### src/rtl/sop_approx_mul_engine.sv
// Programmable sum-of-products approximate multiplier: runtime-loaded product terms per output bit,
// per-result error against the exact product, and a built-in exhaustive worst-case sweep.
module sop_approx_mul_engine #(
    parameter int IN_W  = 4,
    parameter int OUT_W = 4,
    parameter int PPO   = 3,
    parameter int LPP   = 3,
    parameter int ET    = 4
) (
    input  logic                     clk,
    input  logic                     rst,
    input  logic                     cfg_we,
    input  logic [$clog2(OUT_W)-1:0] cfg_out,
    input  logic [$clog2(PPO)-1:0]   cfg_term,
    input  logic [2*IN_W-1:0]        cfg_lits,
    output logic                     cfg_err,
    input  logic                     in_valid,
    output logic                     in_ready,
    input  logic [IN_W-1:0]          in_data,
    output logic                     out_valid,
    input  logic                     out_ready,
    output logic [OUT_W-1:0]         out_approx,
    output logic [OUT_W-1:0]         out_exact,
    output logic [OUT_W-1:0]         out_err,
    output logic                     out_viol,
    input  logic                     sw_start,
    output logic                     sw_busy,
    output logic                     sw_done,
    output logic [OUT_W-1:0]         sw_max_err,
    output logic [IN_W:0]            sw_viol
);

    localparam int HALF = IN_W / 2;
    localparam int LW   = 2 * IN_W;
    localparam int NT   = OUT_W * PPO;

    typedef enum logic [1:0] {IDLE, SWEEP, DRAIN} state_t;

    state_t state, state_nx;

    logic [LW-1:0]   lits_q [OUT_W][PPO];
    logic            s1_full, s1_sweep;
    logic [NT-1:0]   s1_terms;
    logic [HALF-1:0] s1_a, s1_b;
    logic            s2_full, s2_sweep;
    logic [IN_W-1:0] idx;
    logic            drain_cnt;

    logic            pipe_empty, s2_hold, s1_adv, sw_go, in_fire, inject, s1_load, cfg_ok;
    logic [IN_W-1:0] src;
    logic [NT-1:0]   terms_c;
    logic [OUT_W-1:0] approx_c, exact_c, err_c;
    logic            viol_c;
    int              lit_cnt;

    // Literal codes: 00 absent, 01 true, 10 negated, 11 kills the whole term.
    function automatic logic term_eval(input logic [LW-1:0] l, input logic [IN_W-1:0] x);
        logic t;
        t = 1'b1;
        for (int i = 0; i < IN_W; i++) begin
            case (l[2*i +: 2])
                2'b01:   t = t & x[i];
                2'b10:   t = t & ~x[i];
                2'b11:   t = 1'b0;
                default: t = t;
            endcase
        end
        return t;
    endfunction

    // Sweep results never stall S2; only stream results wait for out_ready.
    assign pipe_empty = ~s1_full & ~s2_full;
    assign s2_hold    = s2_full & ~s2_sweep & ~out_ready;
    assign s1_adv     = s1_full & ~s2_hold;
    assign sw_go      = (state == IDLE) & sw_start & pipe_empty;
    assign in_ready   = (state == IDLE) & ~sw_go & (~s1_full | s1_adv);
    assign in_fire    = in_valid & in_ready;
    assign inject     = (state == SWEEP);
    assign s1_load    = in_fire | inject;
    assign src        = inject ? idx : in_data;
    assign out_valid  = s2_full & ~s2_sweep;
    assign sw_busy    = (state != IDLE);

    always_comb begin
        terms_c = '0;
        for (int o = 0; o < OUT_W; o++)
            for (int p = 0; p < PPO; p++)
                terms_c[o*PPO+p] = term_eval(lits_q[o][p], src);
    end

    always_comb begin
        approx_c = '0;
        for (int o = 0; o < OUT_W; o++)
            approx_c[o] = |s1_terms[o*PPO +: PPO];
        exact_c = OUT_W'(s1_a) * OUT_W'(s1_b);
        err_c   = (exact_c >= approx_c) ? (exact_c - approx_c) : (approx_c - exact_c);
        viol_c  = int'(err_c) > ET;
    end

    always_comb begin
        lit_cnt = 0;
        for (int i = 0; i < IN_W; i++)
            if (cfg_lits[2*i +: 2] == 2'b01 || cfg_lits[2*i +: 2] == 2'b10)
                lit_cnt = lit_cnt + 1;
    end

    assign cfg_ok = cfg_we & (state == IDLE) & pipe_empty & (lit_cnt <= LPP) &
                    (int'(cfg_out) < OUT_W) & (int'(cfg_term) < PPO);

    always_comb begin
        state_nx = state;
        case (state)
            IDLE:    if (sw_go) state_nx = SWEEP;
            SWEEP:   if (idx == {IN_W{1'b1}}) state_nx = DRAIN;
            DRAIN:   if (drain_cnt) state_nx = IDLE;
            default: state_nx = IDLE;
        endcase
    end

    always_ff @(posedge clk) begin
        if (rst) state <= IDLE;
        else     state <= state_nx;
    end

    always_ff @(posedge clk) begin
        if (rst) begin
            idx       <= '0;
            drain_cnt <= 1'b0;
            sw_done   <= 1'b0;
            cfg_err   <= 1'b0;
        end else begin
            if (sw_go)       idx <= '0;
            else if (inject) idx <= idx + 1'b1;
            drain_cnt <= (state == DRAIN) ? ~drain_cnt : 1'b0;
            sw_done   <= (state == DRAIN) & drain_cnt;
            cfg_err   <= cfg_we & ~cfg_ok;
        end
    end

    always_ff @(posedge clk) begin
        if (rst) begin
            for (int o = 0; o < OUT_W; o++)
                for (int p = 0; p < PPO; p++)
                    lits_q[o][p] <= '1;
        end else if (cfg_ok) begin
            lits_q[cfg_out][cfg_term] <= cfg_lits;
        end
    end

    always_ff @(posedge clk) begin
        if (rst) begin
            s1_full  <= 1'b0;
            s1_sweep <= 1'b0;
            s1_terms <= '0;
            s1_a     <= '0;
            s1_b     <= '0;
        end else begin
            s1_full <= s1_load | (s1_full & ~s1_adv);
            if (s1_load) begin
                s1_sweep <= inject;
                s1_terms <= terms_c;
                s1_a     <= src[HALF-1:0];
                s1_b     <= src[IN_W-1:HALF];
            end
        end
    end

    always_ff @(posedge clk) begin
        if (rst) begin
            s2_full    <= 1'b0;
            s2_sweep   <= 1'b0;
            out_approx <= '0;
            out_exact  <= '0;
            out_err    <= '0;
            out_viol   <= 1'b0;
        end else if (s1_adv) begin
            s2_full    <= 1'b1;
            s2_sweep   <= s1_sweep;
            out_approx <= approx_c;
            out_exact  <= exact_c;
            out_err    <= err_c;
            out_viol   <= viol_c;
        end else if (!s2_hold) begin
            s2_full <= 1'b0;
        end
    end

    // Statistics fold in each sweep result as it sits in S2.
    always_ff @(posedge clk) begin
        if (rst || sw_go) begin
            sw_max_err <= '0;
            sw_viol    <= '0;
        end else if (s2_full && s2_sweep) begin
            if (out_err > sw_max_err) sw_max_err <= out_err;
            sw_viol <= sw_viol + (IN_W+1)'(out_viol);
        end
    end

endmodule

### config.mk
export PLATFORM = sky130hd
export DESIGN_NAME = sop_approx_mul_engine
export DESIGN_NICKNAME = d
export VERILOG_FILES = /design/src/rtl/sop_approx_mul_engine.sv
export SDC_FILE = /design/constraint.sdc
export NUM_CORES = 1
export LEC_CHECK = 0
export ABC_AREA = 1
export CAP_MARGIN = 20
export CORE_UTILIZATION = 52
export CTS_BUF_LIST = sky130_fd_sc_hd__clkbuf_4
export CTS_CLUSTER_DIAMETER = 80
export DETAILED_ROUTE_END_ITERATION = 12
export PLACE_DENSITY = 0.77
export SYNTH_ARGS = -nofsm -noshare
export SYNTH_HDL_FRONTEND = slang
export SYNTH_SLANG_ARGS = --single-unit
### constraint.sdc
create_clock -name clk -period 4.1 [get_ports clk]
set_input_delay 0.82 -clock clk [delete_from_list [all_inputs] [get_ports clk]]
set_output_delay 0.82 -clock clk [all_outputs]
set_load 0.05 [all_outputs]
==> metrics.md, run 1 <==
| Metric | Value |
|---|---|
| Status | `finished, final reports clean` |
| Core ar. | `16600 um2` |
| Worst hold path class | `register to register` |
| Placed instance count | `1304` |
| Peak VDD IR | `0.176 mV` |
| Drt first pass iters | `6` |
| RSZ-0062 raised after global routing | `false` |
| Fin. max-slew vios | `0` |
| First-pass GRT wire length | `32.5 mm` |
| Synth cell types | `38` |
| Post-route cell area | `9820 um2` |
| TritonCTS clock tree | `yes` |
| Min Tclk post-route | `3330 ps` |
| Largest net degree at the start of global routing | `32` |
| Starting Density | `53.4%` |
| Crit start category | `input port` |
| Worst Setup End Kind | `output port` |
| GPL Wtd Cong | `0.862` |
| Initial DRC count | `704` |
| Die X | `133 um` |
| Avg Inst Size Synth | `8.30 um2` |
| CTS resizes | `0` |
| Final Skew | `22.1 ps` |
| ANT nets after route | `0` |
| Clk sink count | `147` |
| NumNets Final | `1223` |
| Area post-placement | `9490 um2` |
| Hold buffer count at CTS | `0` |
| Average vias per placed instance | `5.30` |
| Synthesized cell area | `8860 um2` |
| Worst-Skew Late Latency | `580 ps` |
| DRT Wirelength | `20.5 mm` |
| Crit share post-route | `81.1%` |
| Residual DRC count | `0` |
| Final hold violations | `0` |
| Clock buffer count from CTS | `17` |
| IO Port Bufs | `48` |
| Largest area contributor in the netlist | `edfxtp_1` |
| P&R area growth vs syn | `10.7%` |
| Die height | `133 um` |
| Clk Tree Root Cell | `clkbuf_4` |
| Layout cell share with drive strength beyond 1 | `7.75%` |
| Top cells by area, synth | `edfxtp_1 (33%), ha_1 (13%), dfxtp_1 (12%), nand3_1 (11%), inv_1 (10%)` |
| Grt total ovfl | `0` |
| Worst Tran Pin Value | `1050 ps` |
| Final non-filler cell total | `1342` |
| Worst EP required | `3280 ps` |
| Setup Fix Bufs, Post-CTS | `0` |
| Max Cap Viol | `0` |
| Gate Count Post-Synth | `1068` |
| CTS max path bufs | `2` |
| Critical path arrival | `2510 ps` |
| Diode count | `0` |
| FP Rows | `47` |
| Setup tns final | `0 ps` |
| Fmax | `301 MHz` |
| Final Util | `59.2%` |
| Filler Cell Count | `1468` |
| Syn Nets | `1182` |
| Synth Warn # | `0` |
| Leak | `0.00458 uW` |
| Total GRT Usage | `24.2%` |
| Wire length per cell | `15.3 um` |
| Setup Crit Path Kind | `input port to output port` |
| Register area share after synthesis | `44.0%` |
| Via count | `7113` |
| I/O pin count | `49` |
| Vias in the first global route | `6431` |
| Top cell type's share of synthesized area | `32.5%` |
| DP Wirelength | `13.9 mm` |
| Power per cell area | `332 nW/um2` |
| Die area | `17600 um2` |
| Synthesis-stage register bit count | `147` |
| Clock Pin Slew Worst Setup and Hold Paths | `120 ps` |
| Crit-path max FO | `2` |
| Initial antenna violation count | `0` |
| Endpoints failing setup | `0` |
| H-tree levels | `4` |
| Max-slew headroom at the worst pin | `29.0%` |
| Total power | `3260 uW` |
[cells in the mapped netlist, drive strengths merged]
master  instances
clkbuf         25
a21oi          38
buf            24
xor2            5
nor3            7
nand2         174
fa              2
nor2           45
dfxtp          51
or2             2
nand3b          1
xnor2           4
a41oi           1
nand3         205
nand4           4
a31oi           5
ha             90
o21ai          45
nor3b           1
o211ai          2
edfxtp         96
o21bai          2
inv           239
[report_power, final]
part           switching [uW]  total [uW]  internal [uW]
clock                     517         953            436
sequential               35.2        1650           1620
combinational             472         651            179
[routing by layer]
layer | wire, um | global-route usage, % | up-vias
met4 | 531 | 10.0 | 0
met2 | 9560 | 39.4 | 291
met3 | 1930 | 5.44 | 50
met5 | 0 | 0 | -
met1 | 8480 | 31.2 | 3270
li1 | - | - | 3502
[final timing paths]
path                                 to  cells after the start                   from  slack (ps)
max                            in_ready                      5               sw_start         770
min                drain_cnt$_SDFF_PP0_                      1   drain_cnt$_SDFF_PP0_         450
max reg2reg  lits_q[0][6]$_SDFFCE_PN1P_                      5  state[0]$_SDFFE_PP0P_        1680
min reg2reg        drain_cnt$_SDFF_PP0_                      1   drain_cnt$_SDFF_PP0_         450
[state kept, by name, indices dropped and copies added, names as in the netlist, 4 cells and up]
| signal | flops |
|---|---|
| s1_terms | 12 |
| lits_q | 96 |
| out_approx | 4 |
| out_exact | 4 |
| out_err | 4 |
| sw_max_err | 4 |
| idx | 4 |
| sw_viol | 5 |
[worst max-delay path, cell delays in order]
cell and delay, ps:
clkdlybuf4s50_1 470, a21oi_2 190, inv_1 70, nor2_1 140
clkdlybuf4s50_1 820
[final cells by class]
type / instances / area, um2 / share of cell area, %
clock buffers: 20 / 150 / 1.53
clock inverters: 12 / 136 / 1.39
inverters: 239 / 900 / 9.17
multi-input cells: 633 / 3790 / 38.7
flip-flops and latches: 147 / 3900 / 39.8
well taps: 220 / 275 / 2.80
repair buffers: 71 / 656 / 6.68
[layout by cell type (no fill, tap or decap), types with 6 or more instances in the layout]
master / netlist / routed
inv_1: 236 / 236
nand3_1: 196 / 196
nand2_1: 168 / 168
edfxtp_1: 96 / 96
ha_1: 90 / 90
dfxtp_1: 51 / 51
clkdlybuf4s50_1: 0 / 48
nor2_1: 40 / 39
o21ai_0: 37 / 37
a21oi_1: 36 / 36
clkbuf_4: 0 / 22
buf_4: 9 / 16
nand3_2: 9 / 9
nor3_1: 6 / 6
[kinds of logic after synthesis]
logic type	share of synthesized area [%]
flops	44.0
simple gates	23.0
xor+xnor	0.889
buf+inv	13.2
fa+ha+maj	13.2
compound gates	5.73
[stage by stage]
step / setup slack [ps] / hold WS [ps]
2_1_floorplan: 1340 / 420
5_1_grt: 724 / 489
3_5_place_dp: 279 / 442
6_report: 774 / 453
3_3_place_gp: 365 / 435
4_1_cts: 789 / 460
No activity file was read; power rests on OpenSTA's default activity.
==> run 2, diff against run 1 <==
==> constraint.sdc (replaced) <==
create_clock -name clk -period 3.3 [get_ports clk]
set_input_delay 0.66 -clock clk [delete_from_list [all_inputs] [get_ports clk]]
set_output_delay 0.66 -clock clk [all_outputs]
set_load 0.05 [all_outputs]
==> metrics.md, run 2 (synthesis results as in run 1) <==
| Metric | Value |
|---|---|
| WHS Endpoint | `s1_sweep$_SDFFE_PP0P_` |
| Clk Tree Root Cell | `clkbuf_4` |
| Most frequent cells in the layout | `inv_1 (236), nand3_1 (196), nand2_1 (168), edfxtp_1 (96), ha_1 (90)` |
| Critical path arrival | `2150 ps` |
| Core ar. | `16600 um2` |
| Status | `finished, final reports clean` |
| I/O pin count | `49` |
| Starting Density | `53.4%` |
| Largest net degree at the start of global routing | `26` |
| Initial antenna violation count | `0` |
| Clock Pin Slew Worst Setup and Hold Paths | `130 ps` |
| DP Wirelength | `13.8 mm` |
| Worst EP required | `2640 ps` |
| Final Util | `59.9%` |
| Met1 Use GR | `30.1%` |
| Clock buffer count from CTS | `17` |
| Die area | `17600 um2` |
| CTS max path bufs | `2` |
| P&R area growth vs syn | `12.1%` |
| Area of the multi-input gates | `3790 um2` |
| Setup Crit Path Kind | `register to output port` |
| Fmax | `356 MHz` |
| Post-Place Worst Slack | `-1.63 ps` |
| Final Skew | `18.5 ps` |
| Cells on Worst Hold Path | `2` |
| Max-slew headroom at the worst pin | `43.9%` |
| Final non-filler cell total | `1350` |
| Setup Fix Bufs, Post-CTS | `0` |
| WHS | `475 ps` |
| Top Usage Layer GRT | `met2` |
| Diode count | `0` |
| Initial DRC count | `565` |
| Min Tclk post-route | `2810 ps` |
| Max FFs per register | `96` |
| Average vias per placed instance | `5.19` |
| CTS resizes | `0` |
| Drt first pass iters | `5` |
| Layout cell share with drive strength beyond 1 | `8.58%` |
| Crit path from | `state[0]$_SDFFE_PP0P_` |
| Setup ws final | `493 ps` |
| Met2 usage | `41.3%` |
| Endpoints failing setup | `0` |
| IO Port Bufs | `48` |
| Wire length per cell | `14.8 um` |
| Worst Tran Pin Value | `839 ps` |
| ANT nets after route | `0` |
| H-tree levels | `4` |
| Fin. max-slew vios | `0` |
| Routing usage on met3 | `5.06%` |
| Crit-path max FO | `7` |
| Worst Reg2Reg Path Length in Cells | `15` |
| GPL Wtd Cong | `0.843` |
| Vias in the first global route | `6566` |
| First-pass GRT wire length | `32.5 mm` |
| Largest regs | `lits_q (96), s1_terms (12), sw_viol (5)` |
| RSZ-0062 raised after global routing | `false` |
| Worst hold path class | `register to register` |
| TritonCTS clock tree | `yes` |
| NumNets Final | `1231` |
| Sequential cell area | `3900 um2` |
| Final hold violations | `0` |
| Residual DRC count | `0` |
| Filler Cell Count | `1460` |
| Crit start category | `register` |
| FF-to-FF End | `out_viol$_SDFFE_PP0P_` |
| Worst hold start | `s1_sweep$_SDFFE_PP0P_` |
| Worst-Skew Late Latency | `560 ps` |
| Reg2Reg Launch Point | `s1_a[0]$_SDFFE_PP0P_` |
| Power per cell area | `419 nW/um2` |
| Total GRT Usage | `24.1%` |
| Top reg by flops | `lits_q` |
| Reg2reg setup slack | `990 ps` |
| Die X | `133 um` |
| Total power | `4160 uW` |
| Peak VDD IR | `0.339 mV` |
| Leak | `0.00464 uW` |
| Worst Setup End Kind | `output port` |
| Placed instance count | `1318` |
| Hold buffer count at CTS | `0` |
| DRT Wirelength | `20.0 mm` |
| FP Rows | `47` |
| Max Cap Viol | `0` |
| Die height | `133 um` |
| Grt total ovfl | `0` |
| Clk sink count | `147` |
| Via count | `7001` |
| Commonest non-fill, non-tap cell in the layout | `inv_1` |
| Crit share post-route | `85.1%` |
## run 2: changes by cell type in the layout (fill, tap and decap cells not counted), sizes merged
cell,before,now
buf,21,32
bufinv,3,4
clkbuf,22,20
clkdlybuf4s50,48,47
clkinvlp,1,0
## run 2: metal layers
layer,up-vias,part of all wire (%)
met5,-,0
met4,0,2.0
met3,42,8.4
met2,254,49
met1,3184,40
li1,3521,-
## run 2: layout make-up
type	count	area share (%)
inverters	239	9.05
multi-input cells	633	38.2
clock buffers	20	1.51
well taps	220	2.77
clock inverters	12	1.79
repair buffers	79	7.40
flip-flops and latches	147	39.3
## run 2: worst max path at each step
stage / slack (ps) / endpoint / cells after the start
after floorplan: 700 / lits_q[0][0]$_SDFFCE_PN1P_ / 8
after global placement: 80 / lits_q[2][13]$_SDFFCE_PN1P_ / 12
after detailed placement: -2 / lits_q[2][11]$_SDFFCE_PN1P_ / 12
after CTS: 460 / sw_busy / 3
after global routing: 400 / sw_busy / 3
final: 490 / sw_busy / 3
## run 2: power by group
group / total, uW / switching (uW) / internal (uW)
registers: 2050 / 43.8 / 2010
clock network: 1300 / 662 / 635
logic: 816 / 584 / 232
## run 2: critical path, stage by stage, from the launching register on
cell             delay, ps
dfxtp_1                550
inv_4                   80
nand2_2                140
clkdlybuf4s50_1        820
## run 2: per-stage QoR
stage          instance area, um2  setup TNS [ps]
6_report                     9940               0
4_1_cts                      9940               0
2_1_floorplan                8860               0
5_1_grt                      9940               0
3_3_place_gp                 9610               0
3_5_place_dp                 9610           -12.0
==> run 3, diff against run 2 <==
--- a/config.mk
+++ b/config.mk
@@ -11,6 +11,7 @@
 export CTS_BUF_LIST = sky130_fd_sc_hd__clkbuf_4
 export CTS_CLUSTER_DIAMETER = 80
 export DETAILED_ROUTE_END_ITERATION = 12
+export GPL_ROUTABILITY_DRIVEN = 0
 export PLACE_DENSITY = 0.77
 export SYNTH_ARGS = -nofsm -noshare
 export SYNTH_HDL_FRONTEND = slang
==> results of run 3 <==
The final DEF is identical to that of run 2; final timing and power are the same.
==> RTL change 1 (settings of run 1) <==
Add an input register stage for `cfg_we`, `cfg_out`, `cfg_term`, `cfg_lits` and `sw_start`, without a reset; this delays them by one clock. The other inputs are not delayed to match.
--- a/src/rtl/sop_approx_mul_engine.sv
+++ b/src/rtl/sop_approx_mul_engine.sv
@@ -38,2 +38,16 @@
 
+    logic cfg_we_q;
+    logic [$clog2(OUT_W)-1:0] cfg_out_q;
+    logic [$clog2(PPO)-1:0] cfg_term_q;
+    logic [2*IN_W-1:0] cfg_lits_q;
+    logic sw_start_q;
+
+    always_ff @(posedge clk) begin
+        cfg_we_q   <= cfg_we;
+        cfg_out_q  <= cfg_out;
+        cfg_term_q <= cfg_term;
+        cfg_lits_q <= cfg_lits;
+        sw_start_q <= sw_start;
+    end
+
     state_t state, state_nx;
@@ -74,3 +88,3 @@
     assign s1_adv     = s1_full & ~s2_hold;
-    assign sw_go      = (state == IDLE) & sw_start & pipe_empty;
+    assign sw_go      = (state == IDLE) & sw_start_q & pipe_empty;
     assign in_ready   = (state == IDLE) & ~sw_go & (~s1_full | s1_adv);
@@ -102,3 +116,3 @@
         for (int i = 0; i < IN_W; i++)
-            if (cfg_lits[2*i +: 2] == 2'b01 || cfg_lits[2*i +: 2] == 2'b10)
+            if (cfg_lits_q[2*i +: 2] == 2'b01 || cfg_lits_q[2*i +: 2] == 2'b10)
                 lit_cnt = lit_cnt + 1;
@@ -106,4 +120,4 @@
 
-    assign cfg_ok = cfg_we & (state == IDLE) & pipe_empty & (lit_cnt <= LPP) &
-                    (int'(cfg_out) < OUT_W) & (int'(cfg_term) < PPO);
+    assign cfg_ok = cfg_we_q & (state == IDLE) & pipe_empty & (lit_cnt <= LPP) &
+                    (int'(cfg_out_q) < OUT_W) & (int'(cfg_term_q) < PPO);
 
@@ -135,3 +149,3 @@
             sw_done   <= (state == DRAIN) & drain_cnt;
-            cfg_err   <= cfg_we & ~cfg_ok;
+            cfg_err   <= cfg_we_q & ~cfg_ok;
         end
@@ -145,3 +159,3 @@
         end else if (cfg_ok) begin
-            lits_q[cfg_out][cfg_term] <= cfg_lits;
+            lits_q[cfg_out_q][cfg_term_q] <= cfg_lits_q;
         end
Behaviour: not the same (Yosys sat finds a counterexample within 4 cycles, from zero or initial values and one cycle with rst high).
==> RTL change 1 against run 1 <==
Sequential cell count is 14 higher; setup slack better by 0.12 ns; total power is 13% higher; wire length is 5.6% lower; final area is 1.6% higher; clock skew is 0.0039 ns lower; via count is 3.0% lower; synthesized area is 3.6% higher; maximum frequency is 3.7% higher.
==> RTL change 1: results (changes against run 1) <==
- The net count of the mapped netlist is 1164 (-1.5%).
- The number of distinct standard cells referenced by the synthesized netlist is 36 (-5.3%).
- The net switching share of the total power is 34.7% (+3.2 points).
- The flow ran to the end, and the final reports show no timing, DRC or antenna violations.
- The sequential fraction of the synthesis area is 45.6% (+1.5 points).
- By area the synthesized netlist is led by sky130_fd_sc_hd__edfxtp_1 31%, sky130_fd_sc_hd__dfxtp_1 14%, sky130_fd_sc_hd__ha_1 12%.
- The maximum resistive drop on vdd was 0.000271 V (+54%).
- The length of routed wiring on met1 came to 8130 µm (-4.1%).
- The overall global routing resource usage is 22.7% (-1.5 points).
- The count of routing violations after the opening detailed-route iteration came to 587 (-17%).
- Routed signal wires occupy layers up through met4.
- The via count of the first global-routing pass came to 6535 (+1.6%).
- The routed length on met2 was 9580 µm (+0.13%).
- The synthesized area per cell came to 8.74 µm² (+5.3%).
- The routed length per instance is 14.6 µm (-4.1%).
- The number of fill cells in the layout is 1553 (+5.8%).
- The total via count in the routed design is 6901 (-3.0%).
- In the final layout, the registers with the most flip-flops are lits_q: 96 flops, s1_terms: 12 flops, cfg_lits_q: 8 flops.
- The iteration count of the initial detailed-routing pass came to 5 (-1).
- The worst-margin pin slew is 1.01 ns (-0.0431 ns).
- The sum of met3 wire segment lengths after detailed routing was 1180 µm (-39%).
- The post-route clock period utilization is 78.2% (-2.9 points).
- The setup skew after layout was 0.0182 ns (-0.00385 ns).
- The proportion of layout cells with a drive suffix above 1 is 8.67% (+0.91 points).
- The part of the power in the clock network is 24.7% (-4.6 points).
- The maximum cell stage delay along the critical path came to 0.80 ns (-0.02 ns).
- The maximum fanout along the worst path was 7 (+5).
- The first-pass GRT wire length is 31300 µm (-3.6%).
- The beginning of the worst register-to-register path is cfg_lits_q[1].
- The worst setup slack after placement is 0.896 ns (+0.618 ns).
- The number of cell instances on the worst register-to-register path is 11 (+6).
- The pin count of the biggest net entering global routing is 42 (+31%).
- The cell count after placement is 1289 (-1.2%).
- The sequential share of power is 50.3% (-0.4 points).
- The smallest hold slack is 0.454 ns (+0.00161 ns).
- The internal reg-to-reg setup slack was 1.24 ns (-0.44 ns).
- The endpoint arrival time on the critical path is 2.39 ns (-0.12 ns).
- The total routed wirelength came to 19400 µm (-5.6%).
- The xor and xnor fraction of the mapped netlist area was 0.668% (-0.22 points).
- The HPWL after detailed placement came to 12900 µm (-7.3%).
- The total design power is 0.00366 W (+13%).
- The met3 track demand over resource in global routing was 4.58% (-0.86 points).
- Ranked by instance count, the synthesized netlist is headed by 195 x sky130_fd_sc_hd__inv_1, 161 x sky130_fd_sc_hd__nand2_1, 161 x sky130_fd_sc_hd__nand3_1.
- The met2 demand-to-capacity share in global routing was 39.6% (+0.13 points).
- The utilization after layout came to 57.7% (-1.5 points).
- The routability congestion estimate from global placement is 0.846 (-1.9%).
- The clock transition at the registers of the reported paths came to 0.14 ns (+0.02 ns).
- The number of cells on the worst hold path was 2 (+1).
- The launch point of the worst path is state[0].
- The leakage power total is 4.52 nW (-1.3%).
- The adder-cell area share of the yosys netlist is 12.7% (-0.45 points).
- The worst hold endpoint is sw_done.
[RTL change 1: changes by cell type after synthesis, moves of 5 or more]
cell and change:
sky130_fd_sc_hd__nand3b_1 +15, sky130_fd_sc_hd__nand2_1 -7, sky130_fd_sc_hd__nand3_1 -35, sky130_fd_sc_hd__buf_4 -8
sky130_fd_sc_hd__buf_6 +14, sky130_fd_sc_hd__dfxtp_1 +14, sky130_fd_sc_hd__a31oi_1 -5, sky130_fd_sc_hd__inv_1 -41
sky130_fd_sc_hd__a21oi_1 -9, sky130_fd_sc_hd__nand2_2 +9, sky130_fd_sc_hd__nor2_1 +24, sky130_fd_sc_hd__o21ai_0 +17
[RTL change 1: area by class of cell]
class | count | share of cell area, %
clock buffer | 19 | 1.43
clock inverter | 13 | 1.10
inverter | 200 | 7.53
multi-input combinational | 641 | 39.3
sequential | 161 | 41.9
tap | 225 | 2.82
timing repair buffer | 62 | 5.87
==> RTL change 2 (config.mk and constraints of run 1) <==
Made on the original files. `PPO`: 3 -> 6.
--- a/src/rtl/sop_approx_mul_engine.sv
+++ b/src/rtl/sop_approx_mul_engine.sv
@@ -5,3 +5,3 @@
     parameter int OUT_W = 4,
-    parameter int PPO   = 3,
+    parameter int PPO   = 6,
     parameter int LPP   = 3,
Ports: changed (resized cfg_term); port bits go from 49 to 50. No check against the original RTL was run, so the function may have changed too.
==> RTL change 2 against run 1 <==
Critical path depth grew 1; setup slack gained 0.057 ns; final area grew 73%; synthesized area grew 71%; register-to-register slack lost 0.21 ns; wire length grew 81%; sequential cell count grew 108; total power grew 85%; critical path type is now reg -> out; largest cell class unchanged; highest routed layer unchanged.
==> RTL change 2: results (changes against run 1) <==
- The flow ran to the end, and the final reports show no timing, DRC or antenna violations.
- The maximum resistive drop on vdd is 0.000212 V (+20%).
- The maximum fanout along the worst path is 7 (+5).
- The largest registers in the layout are lits_q: 192 flops, s1_terms: 24 flops, sw_viol: 5 flops.
- The clock transition at the registers of the reported paths is 0.07 ns (-0.05 ns).
- The number of flops mapped to enable cells by yosys came to 192 (+100%).
- The clock latency of the later-clocked register in the worst-skew pair came to 0.71 ns (+0.13 ns).
- The leftover overflow at the end of global routing was 0 (unchanged).
- The via count of the first global-routing pass is 11700 (+81%).
- The number of distinct standard cells referenced by the synthesized netlist is 38 (unchanged).
- The smallest hold slack is 0.448 ns (-0.00480 ns).
- The routed length per instance is 16.3 µm (+6.4%).
- The endpoint of the worst register-to-register path is lits_q[1][37].
- The HPWL after detailed placement is 22600 µm (+63%).
- The sequential fraction of the synthesis area is 46.3% (+2.3 points).
- The number of buffers on the longest clock path is 3 (+1).
- The total via count in the routed design is 12300 (+73%).
- The worst-margin pin slew is 0.703 ns (-0.352 ns).
- The first-pass GRT wire length is 58800 µm (+81%).
- The internal reg-to-reg setup slack is 1.47 ns (-0.21 ns).
- The count of buffers inserted at the top-level ports is 49 (+2.1%).
- The proportion of layout cells with a drive suffix above 1 came to 10.1% (+2.3 points).
- The overall global routing resource usage is 25.2% (+1.0 points).
- The total number of nets in the final design is 2039 (+67%).
- The routability congestion estimate from global placement was 0.803 (-6.8%).
- In this run the critical register-to-register path is launched from s2_full.
- The endpoint arrival time on the critical path is 2.45 ns (-0.06 ns).
- By area the synthesized netlist is led by sky130_fd_sc_hd__edfxtp_1 38%, sky130_fd_sc_hd__ha_1 13%, sky130_fd_sc_hd__nand3_1 11%.
- The path with the worst hold slack has its endpoint at sw_done.
- The number of cell instances on the worst register-to-register path is 6 (+1).
- The iteration count of the initial detailed-routing pass is 5 (-1).
- The depth of the CTS H-tree is 3 (-1).
- The pin count of the biggest net entering global routing is 50 (+56%).
- Sorting the synthesized cells by how often they occur yields 333 x sky130_fd_sc_hd__inv_1, 325 x sky130_fd_sc_hd__nand3_1, 274 x sky130_fd_sc_hd__nand2_1.
- The initial antenna violation count is 1 (+1).
- The number of warning messages in the yosys log is 0 (unchanged).
- The number of buffers created by CTS is 70 (+53).
- The leakage power total is 7.77 nW (+70%).
- The number of fill cells in the layout was 2459 (+68%).
- The path category of the worst min-delay check is reg -> reg.
- The setup skew after layout is 0.0737 ns (+0.0516 ns).
- The count of routing violations after the opening detailed-route iteration came to 1055 (+50%).
- The number of cells on the worst hold path was 2 (+1).
RTL change 2: logic make-up after synthesis:
kind of cell / Yosys count / share of synthesized area, %
flops: 255 / 46.3
simple gates: 784 / 23.8
compound gates: 127 / 4.33
buf+inv: 436 / 11.5
xor+xnor: 6 / 0.346
fa+ha+maj: 164 / 13.6
RTL change 2: how the worst max path moves through the flow:
stage / from / to / slack [ns] / depth (start not counted)
global placement: cfg_lits[0] / lits_q[0][43] / 0.68 / 11
floorplan: cfg_lits[0] / lits_q[2][24] / 1.16 / 9
detailed placement: cfg_lits[0] / lits_q[2][6] / 0.57 / 11
finish: state[0] / in_ready / 0.83 / 6
CTS: state[0] / in_ready / 0.81 / 6
global route: state[0] / in_ready / 0.72 / 6
RTL change 2: cell type report:
class	count	area [µm²]	share of cell area [%]
flip-flops and latches	255	7030	41.4
multi-input cells	1081	6410	37.7
inverters	342	1290	7.58
repair buffers	102	901	5.31
clock buffers	101	758	4.47
well taps	384	480	2.83
clock inverters	20	111	0.656
diodes	1	2.50	0.0147
RTL change 2: critical path, cell delays in order, from the launching register on:
cell and delay, ns:
sky130_fd_sc_hd__dfxtp_1 0.39, sky130_fd_sc_hd__nor2_2 0.18, sky130_fd_sc_hd__inv_2 0.13, sky130_fd_sc_hd__a21oi_2 0.12
sky130_fd_sc_hd__inv_1 0.05, sky130_fd_sc_hd__nor2_2 0.12, sky130_fd_sc_hd__clkdlybuf4s50_1 0.82
RTL change 2: where the power goes:
group	internal, W	switching, W
clock	0.00119	0.00105
combinational	0.000263	0.000633
sequential	0.00283	0.0000447
total	0.00429	0.00173
RTL change 2: stage by stage:
| step | util (%) | cell area, µm² | worst slack (ns) | std cells |
|---|---|---|---|---|
| 6_report | 59.1 | 17000 | 0.832 | 2286 |
| 5_1_grt | 59.1 | 17000 | 0.716 | 2286 |
| 4_1_cts | 59.1 | 17000 | 0.806 | 2284 |
| 3_5_place_dp | 56.0 | 16100 | 0.569 | 2163 |
| 3_3_place_gp | 56.0 | 16100 | 0.677 | 2163 |
| 2_1_floorplan | - | 15200 | 1.16 | 1772 |
RTL change 2: layer usage:
layer	vias up	wire length (µm)	track usage, %
met4	0	1080	10.7
met1	5775	15000	32.0
met2	501	17600	42.2
met3	95	3470	4.86
met5	-	0	0
li1	5944	-	-
